**src/rtl/encoder_input_loader.sv**
```systemverilog
// ---------------------------------------------------------------------------
// encoder_input_loader
//
// Converts a valid/ready stream of signed fixed-point words into the flat,
// parallel frame vector consumed by encoder_fixed_point. Two frame banks let
// one frame fill while the other is held stable on x for the encoder.
//
// Ports:
//   clk        single clock, rising edge
//   rst        asynchronous active-high reset
//   in_data    sample word (BITSIZE bits, passed through bit-exact)
//   in_valid   in_data / in_last are valid
//   in_last    final word of a frame
//   in_ready   loader accepts a word this cycle
//   x          assembled frame, word k at x[k*BITSIZE +: BITSIZE]
//   x_valid    x holds a complete frame
//   x_ready    consumer takes the frame
//   frame_err  one-cycle pulse after a short or long frame is detected
// ---------------------------------------------------------------------------
module encoder_input_loader #(
  parameter int N_input = 9,
  parameter int BITSIZE = 32
) (
  input  logic                       clk,
  input  logic                       rst,
  input  logic [BITSIZE-1:0]         in_data,
  input  logic                       in_valid,
  input  logic                       in_last,
  output logic                       in_ready,
  output logic [N_input*BITSIZE-1:0] x,
  output logic                       x_valid,
  input  logic                       x_ready,
  output logic                       frame_err
);

  localparam int IDX_W = (N_input > 1) ? $clog2(N_input) : 1;
  localparam logic [IDX_W-1:0] LAST_IDX = IDX_W'(N_input - 1);

  typedef enum logic {
    S_FILL = 1'b0,
    S_DROP = 1'b1
  } state_t;

  state_t             r_state;
  logic [BITSIZE-1:0] r_bank [2][N_input];
  logic [1:0]         r_full;
  logic               r_wr_bank;
  logic               r_rd_bank;
  logic [IDX_W-1:0]   r_idx;
  logic               r_frame_err;

  logic w_accept;
  logic w_write;
  logic w_commit;
  logic w_release;
  logic w_at_last;

  // In DROP the loader swallows words regardless of bank occupancy.
  assign in_ready  = (r_state == S_DROP) || !r_full[r_wr_bank];
  assign x_valid   = r_full[r_rd_bank];
  assign frame_err = r_frame_err;

  assign w_accept  = in_valid && in_ready;
  assign w_write   = w_accept && (r_state == S_FILL);
  assign w_at_last = (r_idx == LAST_IDX);
  assign w_commit  = w_write && in_last && w_at_last;
  assign w_release = x_valid && x_ready;

  genvar gi;
  generate
    for (gi = 0; gi < N_input; gi++) begin : g_x
      assign x[gi*BITSIZE +: BITSIZE] = r_bank[r_rd_bank][gi];
    end
  endgenerate

  // Frame storage: a written slot is only ever the wr_bank slot at idx.
  always_ff @(posedge clk or posedge rst) begin
    if (rst) begin
      for (int b = 0; b < 2; b++) begin
        for (int k = 0; k < N_input; k++) begin
          r_bank[b][k] <= '0;
        end
      end
    end else if (w_write) begin
      r_bank[r_wr_bank][r_idx] <= in_data;
    end
  end

  // Control FSM. A commit only targets a bank that is not full and a release
  // only targets a full bank, so both can occur in one cycle on different
  // banks without conflict.
  always_ff @(posedge clk or posedge rst) begin
    if (rst) begin
      r_state     <= S_FILL;
      r_full      <= 2'b00;
      r_wr_bank   <= 1'b0;
      r_rd_bank   <= 1'b0;
      r_idx       <= '0;
      r_frame_err <= 1'b0;
    end else begin
      r_frame_err <= 1'b0;

      if (w_release) begin
        r_full[r_rd_bank] <= 1'b0;
        r_rd_bank         <= ~r_rd_bank;
      end

      if (w_commit) begin
        r_full[r_wr_bank] <= 1'b1;
      end

      case (r_state)
        S_FILL: begin
          if (w_accept) begin
            if (in_last) begin
              // Either a complete frame (commit) or a short one (discard).
              r_idx <= '0;
              if (w_at_last) begin
                r_wr_bank <= ~r_wr_bank;
              end else begin
                r_frame_err <= 1'b1;
              end
            end else if (w_at_last) begin
              // Long frame: drop the rest of it up to its in_last.
              r_idx       <= '0;
              r_state     <= S_DROP;
              r_frame_err <= 1'b1;
            end else begin
              r_idx <= r_idx + 1'b1;
            end
          end
        end
        S_DROP: begin
          if (w_accept && in_last) begin
            r_state <= S_FILL;
            r_idx   <= '0;
          end
        end
        default: begin
          r_state <= S_FILL;
          r_idx   <= '0;
        end
      endcase
    end
  end

endmodule

```
**config.mk**
```make
export PLATFORM = sky130hd
export DESIGN_NAME = encoder_input_loader
export DESIGN_NICKNAME = d
export VERILOG_FILES = /design/src/rtl/encoder_input_loader.sv
export SDC_FILE = /design/constraint.sdc
export NUM_CORES = 1
export LEC_CHECK = 0
export BUFFER_PORTS_ARGS = -buffer_cell sky130_fd_sc_hd__buf_2
export CORE_MARGIN = 10
export CORE_UTILIZATION = 58
export DETAILED_ROUTE_END_ITERATION = 10
export HOLD_SLACK_MARGIN = 0.15
export PLACE_DENSITY = 0.79
export SYNTH_ARGS = -nofsm -noshare
export SYNTH_HDL_FRONTEND = slang
export SYNTH_SLANG_ARGS = --single-unit
```
**constraint.sdc**
```tcl
create_clock -name clk -period 21 [get_ports clk]
set_clock_uncertainty 0.2 [all_clocks]
set_input_delay 0 -clock clk [delete_from_list [all_inputs] [get_ports clk]]
set_output_delay 0 -clock clk [all_outputs]
set_load 0.005 [all_outputs]
```
==> flow_summary.json, run 1 <==
{
  "cp.arrival_ps": 4500,
  "synthesis.nets": 1696,
  "die_h_um": 230.0,
  "syn_to_final_growth_pct": 17.54,
  "ys_seq_elements": 586,
  "syn_area_per_cell_um2": 15.46,
  "relSlewSlack": 0.2152,
  "synthTopCellsByCount": "mux2_2 (829), dfrtp_1 (586), clkbuf_1 (84)",
  "synth-async-reset-ratio": 1.000,
  "die_area_mm2": 0.05289,
  "start_kind": "input pin",
  "ys_seq_area_frac": 0.5734,
  "synth_top_family_by_area": "multiplexers",
  "cp_max_fo": 143,
  "setup.worst_path.start": "rst",
  "max_cap_violations": 0,
  "p_int_uw": 2909,
  "synthSimpleGateAreaFrac": 0.01135,
  "io_buffers": 327,
  "synth_compound_area_frac": 0.004599,
  "setup.worst_path.end": "r_bank[551]",
  "crit_family": "buffers and inverters",
  "crit_path_cell_trace": "dlygate4sd3_1, buf_2, dlygate4sd3_1, inv_8, buf_4, buf_4, buf_4",
  "synthFlopType": "dfrtp_1",
  "power.density_mw_per_mm2": 138.7,
  "dr.pass1.iters": 5,
  "period_needed_ps": 4110,
  "ant_nets": 0,
  "ys_types": 37,
  "clkTransAtPathRegs_ps": 60,
  "rows": 76,
  "hpwl_um": 41530,
  "clock-sinks": 586,
  "post-place-ws_ps": 17350,
  "die_x_um": 230.0,
  "yosys.area.top_type": "dfrtp_1",
  "synthesis.area_mm2": 0.02557,
  "grt_max_degree": 160,
  "rsz0062_at_grt": "false",
  "core_area_mm2": 0.04336,
  "routed_via_density": 5.756,
  "worst_ep_required_time_ps": 21390,
  "rr_endpoint": "r_bank[570]",
  "place.gp.congestion": 0.7922,
  "synthCells": 1654,
  "dp_cells": 2472,
  "finalSetupViolCount": 0,
  "fmax_ghz": 0.2433,
  "cts_setup_buffers": 0,
  "power.static_leakage_uw": 0.01502,
  "num-fill-cells": 2992,
  "synthAdderAreaFrac": 0.002446,
  "post-route-drc-count": 0,
  "synth_most_common_cell": "mux2_2",
  "power.share.switching": 0.3023,
  "fin_crit_sh": 0.1957,
  "p_total_uw": 4170,
  "start_util": 0.5897,
  "slowest_delay_ps": 850,
  "pwr-share-seq": 0.418,
  "path_class": "in2async",
  "clk_latency_ps": 600,
  "cts_buffer_depth": 3,
  "r2r_cells": 5,
  "hold_viol": 0,
  "synth_edf_count": 0,
  "clockRootBuffer": "clkbuf_16",
  "cts_tree": "yes",
  "grt_pass1_wl_um": 99590,
  "crit_buf_inv": 7,
  "boundaryPins": 328,
  "final_nets": 2029,
  "fin_ws_ps": 16890,
  "p_comb_frac": 0.340,
  "yosysWarningCount": 0,
  "route.vias.total": 15090,
  "track_usage": 0.2410,
  "end_kind": "asynchronous set/reset pin",
  "fin_cells": 2622,
  "crit_cells": 7,
  "drive_above_1_share": 0.6565,
  "ff2ff_setup_slack_ps": 17560,
  "r2r_start": "r_state",
  "drv_slew": 0,
  "p_clk_frac": 0.243,
  "synth_top_area_share": 0.5734,
  "routed_wl_um": 64850,
  "drt_iter0_drc": 1022,
  "numCtsBuffers": 58,
  "max_slew.worst_pin.slew_ps": 1177,
  "synth-xor-area-share": 0.0003425,
  "grt_pass1_vias": 16360,
  "utilization": 0.6932,
  "hold_path.class": "in2reg",
  "muxShareOfSynthArea": 0.3857,
  "critPathSlowestCell": "buf_4",
  "detail_route.wl_per_cell_um": 24.73,
  "antenna_found_initial": 2,
  "h-tree-depth": 2,
  "setup-tns-final_ps": 0,
  "peakVddDrop_v": 0.0001039,
  "power.switching_uw": 1260,
  "crit_top_cell": "buf_4",
  "synth.area.top_cells": "dfrtp_1 (57%), mux2_2 (37%), mux2_4 (1.8%), clkbuf_1 (1.2%), buf_2 (0.57%)",
  "gr-total-overflow": 0,
  "status": "finished clean"
}
metrics by stage:
stage / area (µm²) / hold WS (ps)
2_1_floorplan: 25570 / -102.6
3_3_place_gp: 27760 / 67.94
3_5_place_dp: 27760 / 77.43
4_1_cts: 30050 / 184.6
5_1_grt: 30060 / 238.6
6_report: 30060 / 225.7
cell families after synthesis:
group,Yosys count
multiplexers,866
flip-flops,586
buffers and inverters,133
AND/OR/NAND/NOR,45
AO/OA/AOI/OAI,18
adder cells (fa/ha/maj),5
XOR/XNOR,1
worst min path at each step:
stage / startpoint / end / slack [ps] / cells after the start
2_1_floorplan: in_last / r_state / -100 / 1
3_3_place_gp: in_last / r_state / 70 / 2
3_5_place_dp: in_last / r_state / 80 / 2
4_1_cts: in_data[20] / r_bank[308] / 180 / 3
5_1_grt: in_data[9] / r_bank[297] / 240 / 3
6_report: in_data[20] / r_bank[148] / 230 / 3
cell type report:
type	instances	area, µm²	area share
Antenna cell	2	5.005	0.0001665
Clock buffer	91	1797	0.05978
Clock inverter	17	92.59	0.003081
Inverter	7	33.78	0.001124
Multi-Input combinational cell	935	10440	0.3473
Sequential cell	586	14670	0.4880
Tap cell	585	732.0	0.02435
Timing Repair Buffer	399	2290	0.07618
flip-flops by register name, summed over array words and instances (netlist names):
name and flops:
r_bank 576, r_state 1, frame_err 1, r_full 2
r_rd_bank 1, r_wr_bank 1, r_idx 4
power groups by stage:
stage                     clock (µW)  sequential (µW)  combinational (µW)
after CTS                       1030             1740                1440
after global placement             0             1720                1390
after floorplan                    0             1660                 930
final                           1010             1740                1420
after detailed placement           0             1750                1420
after global routing            1080             1790                1520
per-layer routing:
metal,track usage,routed length [µm],up-vias
li1,-,-,6590
met1,0.3107,27400,8053
met2,0.4031,32510,359
met3,0.04814,3237,89
met4,0.07708,1702,0
met5,0,0,-
tightest hold or removal path, stage by stage:
cell           delay, ps
dlygate4sd3_1        530
buf_2                260
mux2_2               200
layout by cell type, fill, tap and decap left out, types with 2 or more instances in the layout:
cell           synthesis  routed
mux2_2               829     829
dfrtp_1              586     585
buf_2                 29     327
clkbuf_16              0      59
dlygate4sd3_1          0      40
buf_4                  0      31
mux2_4                30      30
clkbuf_8               0      20
clkinv_2               0      15
clkbuf_1              84      12
inv_1                  7       6
mux2_1                 6       6
nor2b_1                6       6
nand3_2                0       6
o21ai_0                5       5
nand2_1                6       5
ha_1                   5       5
nand2b_1               4       4
nor3_2                 0       4
nor4_4                 0       3
nor2_1                 4       3
a31oi_1                3       3
diode_2                0       2
o211ai_1               2       2
and3b_1                2       2
nand4b_1               2       2
a22oi_1                2       2
what timing repair did:
action,CTS,global route
endpoints found under the hold margin,725,0
hold buffers,40,0
gates resized for setup,0,0
(Power assumes the default switching activity.)
==> inputs of run 2 (changes only) <==
Settings changed: ABC_AREA set to 1.
Clock period 21 ns to 3.9 ns, I/O delays scaled along.
==> flow_summary.json, run 2 <==
{
  "ff2ff_setup_slack_ps": 870,
  "die_area_mm2": 0.05431,
  "hp-start": "in_last",
  "clkTransAtPathRegs_ps": 60,
  "place.gp.congestion": 0.8509,
  "power.density_mw_per_mm2": 563.8,
  "layout_common_cells": "nand2_1 (1274), o21ai_0 (684), dfrtp_1 (585)",
  "reg_top3": "r_bank: 576 flops, r_idx: 4 flops, r_full: 2 flops",
  "hold_path.class": "in2reg",
  "numCtsBuffers": 58,
  "start_kind": "flip-flop",
  "hold_viol": 0,
  "drive_above_1_share": 0.1419,
  "period_needed_ps": 3027,
  "die_h_um": 233.1,
  "yosys.area.top_type": "dfrtp_1",
  "status": "finished clean",
  "synthCells": 3301,
  "io_buffers": 327,
  "drv_slew": 0,
  "max_cap_violations": 0,
  "path_class": "reg2reg",
  "cp.arrival_ps": 3350,
  "p_total_uw": 17120,
  "clk_latency_ps": 610,
  "syn_to_final_growth_pct": 15.37,
  "fin_ws_ps": 873.3,
  "ys_types": 24,
  "ys_seq_area_frac": 0.5570,
  "synthesis.nets": 3343,
  "grt_pass1_vias": 22850,
  "critPathSlowestCell": "dfrtp_1",
  "final_common_cell": "nand2_1",
  "r2r_cells": 8,
  "crit_path_cell_trace": "inv_2, nand2_2, nand4_4, buf_12, nor2_4, buf_4, nand2_1, o21ai_1",
  "syn_area_per_cell_um2": 7.975,
  "power.static_leakage_uw": 0.01608,
  "fin_crit_sh": 0.7761,
  "synth.area.top_cells": "dfrtp_1 (56%), nand2_1 (18%), o21ai_0 (13%), inv_1 (3.8%), o21ai_1 (2.9%)",
  "holdPathStages": 5,
  "track_usage": 0.2966,
  "max_slew.worst_pin.slew_ps": 1212,
  "rsz0062_at_grt": "false",
  "antenna_found_initial": 1,
  "routed_via_density": 5.671,
  "min_to": "r_idx[0]",
  "die_x_um": 233.1,
  "fmax_ghz": 0.3304,
  "peakVddDrop_v": 0.0003443,
  "drt_iter0_drc": 3159,
  "r2r_start": "r_wr_bank",
  "yosysWarningCount": 0,
  "end_kind": "flip-flop",
  "final_nets": 3539,
  "synth_most_common_cell": "nand2_1",
  "boundaryPins": 328,
  "post-place-ws_ps": 878.8,
  "largest_reg_flops": 576,
  "h-tree-depth": 2,
  "cp_max_fo": 99,
  "grt_max_degree": 278,
  "relSlewSlack": 0.1918,
  "rr_endpoint": "r_bank[323]",
  "ys_seq_elements": 586,
  "hpwl_um": 51470,
  "gr-total-overflow": 0,
  "synthesis.area_mm2": 0.02633,
  "ant_nets": 0,
  "cts_buffer_depth": 3,
  "synthTopCellsByCount": "nand2_1 (1274), o21ai_0 (684), dfrtp_1 (586)",
  "worst_ep_required_time_ps": 4230,
  "synth_edf_count": 0,
  "post-route-drc-count": 0,
  "synthFlopType": "dfrtp_1",
  "utilization": 0.6736,
  "routed_wl_um": 81960,
  "setup.worst_path.start": "r_wr_bank",
  "synth-async-reset-ratio": 1.000,
  "dr.pass1.iters": 5,
  "regMostFlops": "r_bank",
  "finalSetupViolCount": 0,
  "start_util": 0.5839,
  "core_area_mm2": 0.04509,
  "cts_tree": "yes",
  "rows": 78,
  "grt_pass1_wl_um": 126900,
  "synth_top_area_share": 0.5570,
  "clockRootBuffer": "clkbuf_16",
  "route.vias.total": 23510,
  "slowest_delay_ps": 700,
  "detail_route.wl_per_cell_um": 19.77,
  "clock-sinks": 586
}
==> run 2: per-layer routing <==
metal / up-vias / global-route usage / part of all wire
met5: - / 0 / 0
met4: 0 / 0.1055 / 0.033
met3: 166 / 0.06394 / 0.097
met2: 1183 / 0.4771 / 0.47
met1: 11420 / 0.3923 / 0.40
li1: 10740 / - / -
==> run 2: layout make-up <==
cell class,count,area (µm²)
sequential,586,14670
timing repair buffer,411,2540
tap,600,750.7
clock buffer,85,1704
inverter,269,1013
multi-input combinational,2171,9483
antenna,1,2.502
clock inverter,22,210.2
fill,3616,14720
==> run 2: worst max-delay path by stage <==
stage               slack (ps)     endpoint  cells after the start
CTS                        880  r_bank[226]                      7
finish                     870  r_bank[323]                      8
global route               650  r_bank[323]                      8
detailed placement         880  r_bank[226]                      7
floorplan                -4290    frame_err                      1
global placement          1030  r_bank[255]                      7
==> run 2: what timing repair did <==
action | in CTS | in global routing
resized for setup | 0 | 0
endpoints found under the hold margin | 912 | 0
hold buffers | 39 | 0
buffers inserted | 0 | 0
==> run 2: critical path: cells and delay by family, from the launching register on <==
kind	cells	cell delay [ps]
DFF	1	700
and+or+nand+nor	4	700
buffers and inverters	3	1100
AOI/OAI and AO/OA	1	190
==> run 2: per-stage QoR <==
step	hold WS [ps]	TNS (ps)	area, µm²	cells
detailed placement	-38.66	0	28060	3998
finish	164.4	0	30370	4145
global route	188.3	0	30370	4145
CTS	155.0	0	30370	4144
global placement	-45.28	0	28060	3998
floorplan	-31.10	-2512420	26330	3301
==> run 2: logic make-up (layout without fill, tap and decap cells) <==
| kind of cell | count (synthesis) | count (layout) | synth area share |
|---|---|---|---|
| simple gates | 1328 | 1328 | 0.1948 |
| compound gates | 837 | 837 | 0.1591 |
| flops | 586 | 586 | 0.5570 |
| buf+inv | 544 | 787 | 0.08640 |
| fa+ha+maj | 5 | 5 | 0.002376 |
| xor+xnor | 1 | 1 | 0.0003327 |
| other cells | 0 | 1 | 0 |
==> run 2: power by group <==
part | switching, µW | leakage, µW | total, µW | internal [µW]
Combinational | 2380 | 0.00764 | 3640 | 1260
Sequential | 432 | 0.00749 | 7850 | 7420
Clock | 2410 | 0.000955 | 5630 | 3220
